<file path="src/rtl/dma_byp_pkg.sv">
// rtl/dma_byp_pkg.sv - shared widths, entry/state types and helpers for the bypass-out sink
package dma_byp_pkg;
  localparam int DSC_W  = 256;
  localparam int CIDX_W = 16;

  typedef struct packed {
    logic [CIDX_W-1:0] cidx;
    logic [DSC_W-1:0]  dsc;
  } byp_out_entry_t;

  typedef enum logic {UPD_IDLE, UPD_PEND} upd_state_e;

  function automatic logic [7:0] sat_inc8(input logic [7:0] v);
    return (v == 8'hFF) ? v : v + 8'd1;
  endfunction
endpackage

</file>
<file path="src/rtl/dma_byp_sync_fifo.sv">
// rtl/dma_byp_sync_fifo.sv - first-word-fall-through synchronous FIFO with full/empty/count
// Head entry is combinationally visible on rd_data whenever empty is low.
module dma_byp_sync_fifo #(
  parameter int WIDTH = 8,
  parameter int DEPTH = 8
) (
  input  logic                     clk,
  input  logic                     rst_n,
  input  logic [WIDTH-1:0]         wr_data,
  input  logic                     wr_en,
  input  logic                     rd_en,
  output logic [WIDTH-1:0]         rd_data,
  output logic                     full,
  output logic                     empty,
  output logic [$clog2(DEPTH):0]   count
);
  localparam int AW = $clog2(DEPTH);
  localparam logic [AW:0] DEPTH_C = (AW+1)'(DEPTH);

  logic [WIDTH-1:0] mem [DEPTH];
  logic [AW-1:0]    wr_ptr, rd_ptr;
  logic             do_wr, do_rd;

  assign do_wr   = wr_en & ~full;
  assign do_rd   = rd_en & ~empty;
  assign full    = (count == DEPTH_C);
  assign empty   = (count == '0);
  assign rd_data = mem[rd_ptr];

  always_ff @(posedge clk or negedge rst_n) begin
    if (!rst_n) begin
      wr_ptr <= '0;
      rd_ptr <= '0;
      count  <= '0;
    end else begin
      if (do_wr) wr_ptr <= wr_ptr + 1'b1;
      if (do_rd) rd_ptr <= rd_ptr + 1'b1;
      count <= count + (AW+1)'(do_wr) - (AW+1)'(do_rd);
    end
  end

  // Storage is not reset; only entries below count are ever observed.
  always_ff @(posedge clk) begin
    if (do_wr) mem[wr_ptr] <= wr_data;
  end
endmodule

</file>
<file path="src/rtl/dma_byp_out_sink.sv">
// rtl/dma_byp_out_sink.sv - bypass-out descriptor sink: buffer, cidx sequence check, coalesced cidx write-back
// Optional DMA_BYP_OUT_STATS_EN adds accepted-beat and ingress-stall counters.
module dma_byp_out_sink import dma_byp_pkg::*; #(
  parameter int FIFO_DEPTH     = 8,
  parameter int CIDX_UPD_INTVL = 4,
  parameter int CIDX_TIMEOUT   = 64
) (
  input  logic          user_clk,
  input  logic          user_reset_n,
  input  logic [255:0]  byp_dsc,
  input  logic [15:0]   byp_cidx,
  input  logic          byp_vld,
  output logic          byp_rdy,
  output logic [255:0]  out_dsc,
  output logic [15:0]   out_cidx,
  output logic          out_vld,
  input  logic          out_rdy,
  output logic [15:0]   cidx_upd,
  output logic          cidx_upd_vld,
  input  logic          cidx_upd_rdy,
  output logic          err_seq,
  output logic [7:0]    err_cnt
`ifdef DMA_BYP_OUT_STATS_EN
  ,
  output logic [31:0]   stat_dsc_cnt,
  output logic [31:0]   stat_stall_cnt
`endif
);
  localparam int AW = $clog2(FIFO_DEPTH);
  localparam int PW = $clog2(FIFO_DEPTH + CIDX_UPD_INTVL + 1);
  localparam int TW = $clog2(CIDX_TIMEOUT + 1);
  localparam logic [AW:0]   DEPTH_C  = (AW+1)'(FIFO_DEPTH);
  localparam logic [PW-1:0] PCNT_MAX = PW'(FIFO_DEPTH + CIDX_UPD_INTVL);
  localparam logic [PW-1:0] INTVL_C  = PW'(CIDX_UPD_INTVL);
  localparam logic [TW-1:0] TMO_C    = TW'(CIDX_TIMEOUT);

  byp_out_entry_t wr_entry, head, last_q;
  logic           push, pop, full, empty;
  logic [AW:0]    count, count_nxt;

  assign wr_entry = '{cidx: byp_cidx, dsc: byp_dsc};
  assign push     = byp_vld & byp_rdy & ~full;
  assign out_vld  = ~empty;
  assign pop      = out_vld & out_rdy;
  // When empty the outputs hold the most recently popped entry.
  assign out_dsc  = empty ? last_q.dsc  : head.dsc;
  assign out_cidx = empty ? last_q.cidx : head.cidx;
  assign count_nxt = count + (AW+1)'(push) - (AW+1)'(pop);

  dma_byp_sync_fifo #(.WIDTH($bits(byp_out_entry_t)), .DEPTH(FIFO_DEPTH)) u_fifo (
    .clk     (user_clk),
    .rst_n   (user_reset_n),
    .wr_data (wr_entry),
    .wr_en   (push),
    .rd_en   (pop),
    .rd_data (head),
    .full    (full),
    .empty   (empty),
    .count   (count)
  );

  always_ff @(posedge user_clk or negedge user_reset_n) begin
    if (!user_reset_n) begin
      byp_rdy <= 1'b0;
      last_q  <= '0;
    end else begin
      byp_rdy <= (count_nxt < DEPTH_C);
      if (pop) last_q <= head;
    end
  end

  logic        seen;
  logic [15:0] exp_cidx;

  // Mismatches resync the expectation so one gap counts once.
  always_ff @(posedge user_clk or negedge user_reset_n) begin
    if (!user_reset_n) begin
      seen     <= 1'b0;
      exp_cidx <= '0;
      err_seq  <= 1'b0;
      err_cnt  <= '0;
    end else if (push) begin
      seen     <= 1'b1;
      exp_cidx <= byp_cidx + 16'd1;
      if (seen && byp_cidx != exp_cidx) begin
        err_seq <= 1'b1;
        err_cnt <= sat_inc8(err_cnt);
      end
    end
  end

  upd_state_e    state_q, state_d;
  logic [PW-1:0] pcnt, pcnt_sat;
  logic [TW-1:0] tmr;
  logic [15:0]   last_pop_cidx;
  logic          trigger;

  assign pcnt_sat = (pop && pcnt != PCNT_MAX) ? pcnt + 1'b1 : pcnt;
  assign trigger  = (state_q == UPD_IDLE) && (pcnt_sat >= INTVL_C || tmr == TMO_C);

  always_ff @(posedge user_clk or negedge user_reset_n) begin
    if (!user_reset_n) state_q <= UPD_IDLE;
    else               state_q <= state_d;
  end

  always_comb begin
    state_d = state_q;
    case (state_q)
      UPD_IDLE: if (trigger)      state_d = UPD_PEND;
      UPD_PEND: if (cidx_upd_rdy) state_d = UPD_IDLE;
      default:                    state_d = UPD_IDLE;
    endcase
  end

  always_comb begin
    cidx_upd_vld = (state_q == UPD_PEND);
  end

  always_ff @(posedge user_clk or negedge user_reset_n) begin
    if (!user_reset_n) begin
      pcnt          <= '0;
      tmr           <= '0;
      last_pop_cidx <= '0;
      cidx_upd      <= '0;
    end else begin
      if (pop) last_pop_cidx <= head.cidx;
      if (trigger) begin
        pcnt     <= '0;
        tmr      <= '0;
        cidx_upd <= pop ? head.cidx : last_pop_cidx;
      end else begin
        pcnt <= pcnt_sat;
        if (pop)                             tmr <= '0;
        else if (pcnt != '0 && tmr != TMO_C) tmr <= tmr + 1'b1;
      end
    end
  end

`ifdef DMA_BYP_OUT_STATS_EN
  always_ff @(posedge user_clk or negedge user_reset_n) begin
    if (!user_reset_n) begin
      stat_dsc_cnt   <= '0;
      stat_stall_cnt <= '0;
    end else begin
      stat_dsc_cnt   <= stat_dsc_cnt + 32'(push);
      stat_stall_cnt <= stat_stall_cnt + 32'(byp_vld & ~byp_rdy);
    end
  end
`endif
endmodule

</file>
<file path="config.mk">
export PLATFORM = sky130hd
export DESIGN_NAME = dma_byp_out_sink
export DESIGN_NICKNAME = d
export VERILOG_FILES = /design/src/rtl/dma_byp_pkg.sv /design/src/rtl/dma_byp_sync_fifo.sv /design/src/rtl/dma_byp_out_sink.sv
export SDC_FILE = /design/constraint.sdc
export NUM_CORES = 2
export LEC_CHECK = 0
export BUFFER_PORTS_ARGS = -buffer_cell sky130_fd_sc_hd__buf_2
export CAP_MARGIN = 20
export CORE_ASPECT_RATIO = 2
export CORE_MARGIN = 1
export CORE_UTILIZATION = 59
export DETAILED_ROUTE_END_ITERATION = 16
export MAX_ROUTING_LAYER = met4
export PLACE_DENSITY = 0.78
export SETUP_SLACK_MARGIN = 0.4
export SYNTH_ARGS = -nofsm -noshare
export SYNTH_HDL_FRONTEND = slang
export SYNTH_HIERARCHICAL = 1
export SYNTH_SLANG_ARGS = --single-unit
</file>
<file path="constraint.sdc">
create_clock -name user_clk -period 53.4 [get_ports user_clk]
set_input_delay 5.34 -clock user_clk [delete_from_list [all_inputs] [get_ports user_clk]]
set_output_delay 5.34 -clock user_clk [all_outputs]
set_load 0.01 [all_outputs]
</file>
==> results.md <==
* Core Box Area at 165500 sq um
* CP required at 48.06 ns
* # Post-CTS Setup Buffers at 0
* Placement-stage cell area at 103900 sq um
* Port bufs at 576
* R2r setup slk at 47.76 ns
* H-tree levels at 4
* # hold bufs at CTS at 0
* PD cells at 55.48 nW/um^2
* Drt pass-1 iters at 6
* Clock transition at path regs at 0.07 ns
* Die Ht at 580.1 um
* FILL cells at 10.39k
* Vias/cell at 6.119
* Starting density of the core at 0.5957
* Max_cap viols at 0
* Antenna violations before repair at 65
* Critical path endpoint category: output pin
* Post-Syn Area at 98600 sq um
* Leakage power at 0.03883 uW
* TritonCTS clock tree: done
* Fin crit share at 0.2076
* CP Cell Sequence: buf_12 -> buf_4 -> buf_12 -> mux4_2 -> mux2_2 -> mux2_2 -> buf_2
* Metal2 WL at 113.9 mm
* Slowest stage delay, CP at 0.90 ns
* Setup CP Type: reg2out
* CTS Sinks at 2529
* Post-cts resize count at 0
* Count of cell types in the netlist at 36
* Drt first-iter violations at 4141
* Top delay family on crit path: buffers and inverters
* Min-Delay Path Depth at 2
* Syn Area/Cell at 19.84 sq um
* Synth warnings at 6
* Nets at 5884
* Num CTS Buffers at 210
* I/O Pins at 577
* Status: complete, no violations
* Ys flop type: edfxtp_1
* EDFF count, synth at 2176
* Critical path fanouts, max at 112
* Final min period at 11.09 ns
* Crit path DAT at 5.75 ns
* Largest net degree at the start of global routing at 152
* Share of cells above drive strength 1 at 0.3632
* Fin. Hold Viols at 0
* GRT Overall Usage at 0.2730
* CTS Root Cell: clkbuf_16
* Worst VDD drop at 0.04364 mV
* Post-synthesis sequential area ratio at 0.7523
* Post-synth ARST share at 0.1396
* Slowest cell on crit path: dfrtp_4
* Setup Viol. Count Final at 0
* GRT overflow at 0
* Final ANT Viol Nets at 0
* Detailed-route via count at 48.71k
* Setup TNS at 0 ns
* Worst min-delay path class: reg2reg
* Post-synthesis sequential element count at 2529
* WP buf/inv at 4
* Cell Rows at 211
* Routability-driven placement congestion ratio at 0.7815
* Critical Path Source Type: flop
* Max Slew Vio Count at 0
* Final core utilization at 0.6701
* Max layer used: met4
* Worst slew pin tran at 1.131 ns
* Drc violations at 0
* Mapped Cells at 4969
* RSZ-0062 raised after global routing: no
* First-pass GRT wire length at 330.5 mm
* Met3 wire length at 19.06 mm
* Clk_lat worst skew at 0.86 ns
* Die area at 168900 sq um
* Reg-to-Reg Start: u_fifo/count[2]
* R2R depth at 12
* Reg2reg end: u_fifo/mem[5][29]
* Final Skew at 0.05428 ns
* Clock Tree Buf Depth at 4
* Layout area overhead at 12.50%
* Worst rel slew slack at 0.2458
* Final instance area at 110900 sq um
* Hold Startpoint: last_q[26]
* DRT met1 WL at 82.28 mm
* Number of global-route vias before repair at 52.13k
* Detailed Place HPWL at 122.2 mm
* WHS Endpoint: last_q[26]
* WL per Instance at 27.72 um
* DIE WIDTH at 291.1 um
* F_max at 90.18 MHz
* WL final at 220.7 mm
* Post-Syn Nets at 5264
[cells in the mapped netlist, types with 8 or more instances]
library cell	n	area [sq um]
buf_2	75	375.4
edfxtp_1	2176	65340
mux2_4	8	120.1
xnor2_1	20	175.2
ha_1	17	212.7
dfrtp_1	353	8833
xor2_1	32	280.3
clkbuf_1	150	563.0
nand2_1	876	3288
inv_1	23	86.33
mux2_2	556	6261
nor2_1	22	82.58
nand4_1	12	75.07
buf_1	15	56.30
mux4_2	544	12250
buf_6	9	101.4
o21ai_0	16	80.08
nand3_1	13	65.06
[per-stage QoR]
step                      power (uW)  hold WS [ns]  instances  setup slack, ns
after floorplan                 4070        0.4373       4969            20.43
after global placement          4601        0.4508       7506            43.08
after detailed placement        4657        0.4562       7506            43.07
after CTS                       6201        0.4726       7889            42.13
after global routing            6414        0.4858       7949            41.85
final                           6154        0.4697       7961            42.31
[placed cells by master, fill, tap and decap left out, types with 41 or more instances in the layout]
| master | count |
|---|---|
| edfxtp_1 | 2176 |
| clkbuf_16 | 214 |
| clkbuf_1 | 46 |
| mux4_2 | 544 |
| diode_2 | 71 |
| mux2_2 | 556 |
| buf_2 | 575 |
| nand2_1 | 875 |
| clkinv_2 | 41 |
| dfrtp_1 | 350 |
| buf_4 | 67 |
[cell type report]
cell class | count | area [sq um] | share of cell area
Inverter | 25 | 101.3 | 0.0009137
Tap cell | 2130 | 2665 | 0.02403
Clock buffer | 275 | 5734 | 0.05170
Antenna cell | 71 | 177.7 | 0.001602
Clock inverter | 108 | 1079 | 0.009723
Multi-Input combinational cell | 2166 | 23290 | 0.2100
Timing Repair Buffer | 657 | 3684 | 0.03321
Sequential cell | 2529 | 74190 | 0.6688
[report_power, final]
part | total (uW) | internal (uW) | switching [uW]
clock | 1540 | 854 | 682
combinational | 2040 | 950 | 1090
sequential | 2580 | 2450 | 135
[per-layer routing]
| layer | GRT usage | up-vias |
|---|---|---|
| li1 | - | 20776 |
| met1 | 0.3321 | 25689 |
| met2 | 0.4568 | 1897 |
| met3 | 0.06314 | 351 |
| met4 | 0.08115 | 0 |
| met5 | - | - |
[cell families after synthesis]
group,Yosys count,synth area share
adders and majority gates,18,0.002360
buffers and inverters,274,0.01207
xor gates and xnor gates,52,0.004619
AOI/OAI and AO/OA,27,0.001548
and+or+nand+nor,959,0.03793
DFF,2529,0.7523
muxes,1110,0.1892
[worst register-to-register path, cell delays in order, from the launching register on]
cell and delay, ns:
dfrtp_1 0.39, inv_1 0.09, ha_1 0.21, or3b_2 0.24, inv_1 0.07, nand3b_1 0.15, buf_4 0.23, inv_1 0.23
nand3_1 0.33, nor2_4 0.86, buf_4 0.77, buf_4 0.80, buf_4 0.77
[worst max-delay path by stage]
stage	from	to	slack, ns	cells after the start
CTS	u_fifo/rd_ptr[0]	out_dsc[36]	42.13	7
detailed placement	u_fifo/rd_ptr[0]	out_dsc[36]	43.07	7
finish	u_fifo/rd_ptr[0]	out_dsc[126]	42.31	7
global route	u_fifo/rd_ptr[0]	out_dsc[126]	41.85	7
floorplan	byp_vld	u_fifo/mem[0][0]	20.43	4
global placement	u_fifo/rd_ptr[0]	out_dsc[26]	43.08	7
[state kept, by name (all words and copies together) (netlist names)]
signal         flops
u_fifo/rd_ptr      3
cidx_upd_vld       1
u_fifo/wr_ptr      3
err_seq            1
cidx_upd          16
last_pop_cidx     16
err_cnt            8
seen               1
exp_cidx          16
tmr                7
pcnt               4
u_fifo/mem      2176
u_fifo/count       4
last_q           272
byp_rdy            1
Note: power is estimated with default switching activity, not from simulation.
